--- src/rtl/tick_sequencer.sv ---
// tick_sequencer
//   Run-controlled sample-tick generator for the waveform datapath. Divides
//   clk by a programmable divisor while in RUN and issues a one-cycle `tick`
//   at the end of every period. A run is either continuous (burst_len = 0)
//   or a finite burst of burst_len ticks. New divisors are accepted through
//   a valid/ready handshake and only take effect on a period boundary, or
//   immediately when idle.
//
// Ports
//   clk, rst          : clock, synchronous active-high reset
//   start, stop       : single-cycle run control (stop has priority)
//   burst_len [BW]    : tick count latched on start, 0 = continuous
//   cfg_valid/cfg_div : divisor offer (0 is treated as 1)
//   cfg_ready         : divisor can be accepted this cycle
//   tick              : registered sample strobe
//   busy              : high while running
//   done              : one-cycle pulse, coincident with the final burst tick
module tick_sequencer #(
    parameter int W           = 16,
    parameter int BW          = 8,
    parameter int DEFAULT_DIV = 100
) (
    input  logic          clk,
    input  logic          rst,
    input  logic          start,
    input  logic          stop,
    input  logic [BW-1:0] burst_len,
    input  logic          cfg_valid,
    input  logic [W-1:0]  cfg_div,
    output logic          cfg_ready,
    output logic          tick,
    output logic          busy,
    output logic          done
);

    typedef enum logic {
        IDLE = 1'b0,
        RUN  = 1'b1
    } state_t;

    state_t        state_q, state_d;
    logic [W-1:0]  cnt_q, cnt_d;
    logic [W-1:0]  div_active_q, div_active_d;
    logic [W-1:0]  shadow_q, shadow_d;
    logic [BW-1:0] remaining_q, remaining_d;
    logic          pending_q, pending_d;
    logic          tick_q, tick_d;
    logic          done_q, done_d;

    logic          cfg_accept;
    logic          terminal;

    // A handshake can only complete while nothing is pending, so an accepted
    // value is never applied on the same edge it is captured.
    assign cfg_accept = cfg_valid && !pending_q;
    assign terminal   = (cnt_q == div_active_q - W'(1));

    always_comb begin
        state_d      = state_q;
        cnt_d        = cnt_q;
        div_active_d = div_active_q;
        shadow_d     = shadow_q;
        remaining_d  = remaining_q;
        pending_d    = pending_q;
        tick_d       = 1'b0;
        done_d       = 1'b0;

        case (state_q)
            IDLE: begin
                cnt_d = '0;
                // Idle has no period in progress, so apply right away. A start
                // on the same edge then runs with the new divisor.
                if (pending_q) begin
                    div_active_d = shadow_q;
                    pending_d    = 1'b0;
                end
                if (start && !stop) begin
                    state_d     = RUN;
                    remaining_d = burst_len;
                end
            end
            RUN: begin
                if (stop) begin
                    // Abort wins over a coincident terminal count: no tick,
                    // no done, and any pending divisor is applied from IDLE.
                    state_d = IDLE;
                    cnt_d   = '0;
                end else if (terminal) begin
                    cnt_d  = '0;
                    tick_d = 1'b1;
                    if (pending_q) begin
                        div_active_d = shadow_q;
                        pending_d    = 1'b0;
                    end
                    if (remaining_q != '0) begin
                        remaining_d = remaining_q - BW'(1);
                        if (remaining_q == BW'(1)) begin
                            done_d  = 1'b1;
                            state_d = IDLE;
                        end
                    end
                end else begin
                    cnt_d = cnt_q + W'(1);
                end
            end
            default: state_d = IDLE;
        endcase

        if (cfg_accept) begin
            shadow_d  = (cfg_div == '0) ? W'(1) : cfg_div;
            pending_d = 1'b1;
        end
    end

    always_ff @(posedge clk) begin
        if (rst) begin
            state_q      <= IDLE;
            cnt_q        <= '0;
            div_active_q <= W'(DEFAULT_DIV);
            shadow_q     <= W'(DEFAULT_DIV);
            remaining_q  <= '0;
            pending_q    <= 1'b0;
            tick_q       <= 1'b0;
            done_q       <= 1'b0;
        end else begin
            state_q      <= state_d;
            cnt_q        <= cnt_d;
            div_active_q <= div_active_d;
            shadow_q     <= shadow_d;
            remaining_q  <= remaining_d;
            pending_q    <= pending_d;
            tick_q       <= tick_d;
            done_q       <= done_d;
        end
    end

    assign cfg_ready = !pending_q;
    assign tick      = tick_q;
    assign done      = done_q;
    assign busy      = (state_q == RUN);

endmodule

--- config.mk ---
export PLATFORM = sky130hd
export DESIGN_NAME = tick_sequencer
export DESIGN_NICKNAME = d
export VERILOG_FILES = /design/src/rtl/tick_sequencer.sv
export SDC_FILE = /design/constraint.sdc
export NUM_CORES = 1
export LEC_CHECK = 0
export BUFFER_PORTS_ARGS = -buffer_cell sky130_fd_sc_hd__buf_2
export CORE_UTILIZATION = 55
export CTS_CLUSTER_SIZE = 10
export DETAILED_ROUTE_END_ITERATION = 16
export PLACE_DENSITY = 0.83
export SETUP_SLACK_MARGIN = 0.5
export SYNTH_ARGS = -nofsm -noshare
export SYNTH_HDL_FRONTEND = slang
export SYNTH_SLANG_ARGS = --single-unit
--- constraint.sdc ---
create_clock -name clk -period 3.6 [get_ports clk]
set_input_delay 0.9 -clock clk [delete_from_list [all_inputs] [get_ports clk]]
set_output_delay 0.9 -clock clk [all_outputs]
set_load 0.01 [all_outputs]
==> metrics.txt <==
Clock Latency Late Sink=0.35 ns; setup TNS after final layout=0 ns; net count reported at finish=466; combined area of the multi-input logic cells=2000 sq um; CTS tree=yes; DRC Markers=0; Synth area leaders=sky130_fd_sc_hd__dfxtp_1 36%, sky130_fd_sc_hd__nand2_1 5.6%, sky130_fd_sc_hd__xnor2_1 4.7%, sky130_fd_sc_hd__nor3_1 4.2%, sky130_fd_sc_hd__xor2_1 4.2%; routability congestion estimate from global placement=between 0.9 and 1; io pins=33; actual transition at the worst max-transition pin=0.949 ns; ordered cell list for the critical path=inv_1 > ha_1 > nor2b_1 > and3_1 > or3b_2 > a211oi_1 > nand4_4 > and2_1 > o221a_1; Setup crit start kind=register; HPWL after detailed placement=5730 microns; Syn Area/Cell=about 8.2 sq um; post-CTS sizing=0; final setup skew=0.0122 ns; commonest cells in the netlist=60 x sky130_fd_sc_hd__dfxtp_1, 50 x sky130_fd_sc_hd__nand2_1, 30 x sky130_fd_sc_hd__nor2_1; overall via count from detail_route=between 3000 and 4000; peak supply drop=0.275 mV; power consumption=1.52 mW; number of storage elements in the synthesis netlist=60; Crit-path slowest cell=sky130_fd_sc_hd__or3b_2; stage delay of the slowest cell on the critical path=0.49 ns; clock-pin slew of the registers on the worst-case setup and hold paths=roughly 0.07 ns; total count of max-transition violations in the final report=0; number of levels the H-tree was split into=3; number of optimization iterations in the first detailed-route pass=7; Detailed Route Iter0 Violations=roughly 230; clk buf depth=2; outcome=finished, final reports clean; pre-CTS WS=0.710 ns; pin count of the biggest net entering global routing=39; Max Clock Freq=344 MHz; leakage=1.42 nW; width of the die=80.1 microns; number of non-filler instances in the completed layout=511; Synth cell types=52; Initial Util=0.570; power per standard cell area=407 nW/um^2; cell with the most instances after synthesis=sky130_fd_sc_hd__dfxtp_1; Finish-stage setup viols=0; sum of overflow across all layers after global routing=0; sequential-to-total area share from yosys stat=0.358; number of instances in the placed design=496; fill cell instance count of the final layout=521; family of cells with the greatest summed delay on the critical path=simple AND/OR/NAND/NOR gates; FP Rows=28; fraction of layout cells with a size suffix above 1=0.138; top-area cell type share of the netlist area=0.358; startpoint-to-endpoint class of the critical path=register to register; count of input and output buffers=32; Post-CTS Setup Inserts=0; Diodes inserted=0; number of max-cap violations=0; Synth warnings=0; relative area change from synthesis to final layout=11.6%; Hold-fix buffers, CTS=0; final worst slack=between 0.6 and 0.7 ns; CP Data Required Time=3.83 ns; via count of the first global-routing pass=approximately 2900; post-synthesis async set-or-reset flop share=0; Vias per Instance=6.14; Sequential cell area=approximately 1200 sq um; die outline height=80.1 microns; Period Utilization, post-route=0.807; global-route wire length before repair=13200 microns; dominant cell type by area after synthesis=sky130_fd_sc_hd__dfxtp_1; detail-routed net length per standard cell=15.9 microns; Clock Tree Root=sky130_fd_sc_hd__clkbuf_8; Most used DFF post-synth=sky130_fd_sc_hd__dfxtp_1; WHS=0.457 ns; post-synth design cell area=between 3000 and 4000 sq um; standard cell core area=approximately 5900 sq um; Routed Wire Length=between 8000 and 9000 microns; largest fanout of any net on the critical path=9; data arrival time of the critical path=3.14 ns; total global-route track usage=0.270; antenna violations before repair=0; RSZ-0062 raised after global routing=no; number of buffers added by the clock tree synthesis step=9; Cells after Synth=410; die outline area=6420 sq um; number of buffers and inverters on the critical path=1; relative slew slack=0.366; net count after synthesis=444; final antenna-violating net count=0; final count of hold timing violations=0; Tmin final=between 2 and 3 ns; number of sinks on the clock net=60; Hold WC Path Type=register to register; count of flip-flops with a built-in enable after synthesis=0; element type at the critical path end=register
==> kinds of logic after synthesis <==
kind of cell,synth area share
AOI/OAI and AO/OA,0.169
xor gates and xnor gates,0.0888
adders and majority gates,0.0186
buffers and inverters,0.0477
DFF,0.358
muxes,0.0298
and+or+nand+nor,0.288
==> power by group <==
| group | switching (mW) | internal, mW |
|---|---|---|
| Clock | 0.261 | 0.383 |
| Combinational | 0.106 | 0.0627 |
| Sequential | 0.0225 | 0.687 |
==> cells in the final DEF, fill, tap and decap left out, drive strengths merged, types with 13 or more instances in the layout <==
| cell type | netlist | routed |
|---|---|---|
| xnor2 | 18 | 18 |
| xor2 | 16 | 16 |
| o311ai | 13 | 13 |
| and3 | 13 | 13 |
| nor3 | 28 | 28 |
| dfxtp | 60 | 60 |
| buf | 8 | 37 |
| nand4 | 13 | 13 |
| a21oi | 25 | 25 |
| nand2 | 50 | 50 |
| nor2 | 30 | 30 |
| nand3 | 23 | 23 |
==> per-layer routing <==
| layer | wire length (microns) | global-route usage |
|---|---|---|
| met4 | 174 | 0.141 |
| met1 | 3550 | 0.332 |
| met2 | 3980 | 0.448 |
| met5 | 0 | 0 |
| met3 | 407 | 0.0455 |
==> sequential cells by signal, summed over array words and instances (netlist names) <==
| register | cells |
|---|---|
| busy | 1 |
| div_active_q | 16 |
| cnt_q | 16 |
| pending_q | 1 |
| done | 1 |
| remaining_q | 8 |
| tick | 1 |
| shadow_q | 16 |
==> through the flow <==
step / util / area [sq um]
3_3_place_gp: 0.601 / 3530
3_5_place_dp: 0.601 / 3530
5_1_grt: 0.636 / 3740
4_1_cts: 0.635 / 3740
2_1_floorplan: - / 3350
6_report: 0.636 / 3740
==> cell type report <==
class / count / area share
well taps: 75 / 0.0251
inverters: 13 / 0.0130
repair buffers: 37 / 0.0528
flip-flops and latches: 60 / 0.321
clock inverters: 5 / 0.0207
multi-input cells: 311 / 0.534
clock buffers: 10 / 0.0341
==> path summary, 6_finish.rpt <==
path	start	end	slack, ns	cells after the start
worst min-delay path	shadow_q[13]$_SDFFE_PP0P_	shadow_q[13]$_SDFFE_PP0P_	0.46	2
worst max register to register	div_active_q[0]$_SDFFE_PP0P_	remaining_q[4]$_SDFFE_PP0P_	0.69	9
worst max-delay path	div_active_q[0]$_SDFFE_PP0P_	remaining_q[4]$_SDFFE_PP0P_	0.69	9
worst min register to register	shadow_q[13]$_SDFFE_PP0P_	shadow_q[13]$_SDFFE_PP0P_	0.46	2
==> worst reg2reg max path, stage by stage (launching register included) <==
cell and delay, ns:
sky130_fd_sc_hd__dfxtp_1 0.40, sky130_fd_sc_hd__inv_1 0.10, sky130_fd_sc_hd__ha_1 0.26, sky130_fd_sc_hd__nor2b_1 0.17, sky130_fd_sc_hd__and3_1 0.20, sky130_fd_sc_hd__or3b_2 0.49
sky130_fd_sc_hd__a211oi_1 0.38, sky130_fd_sc_hd__nand4_4 0.20, sky130_fd_sc_hd__and2_1 0.30, sky130_fd_sc_hd__o221a_1 0.28
(Power assumes the default switching activity.)
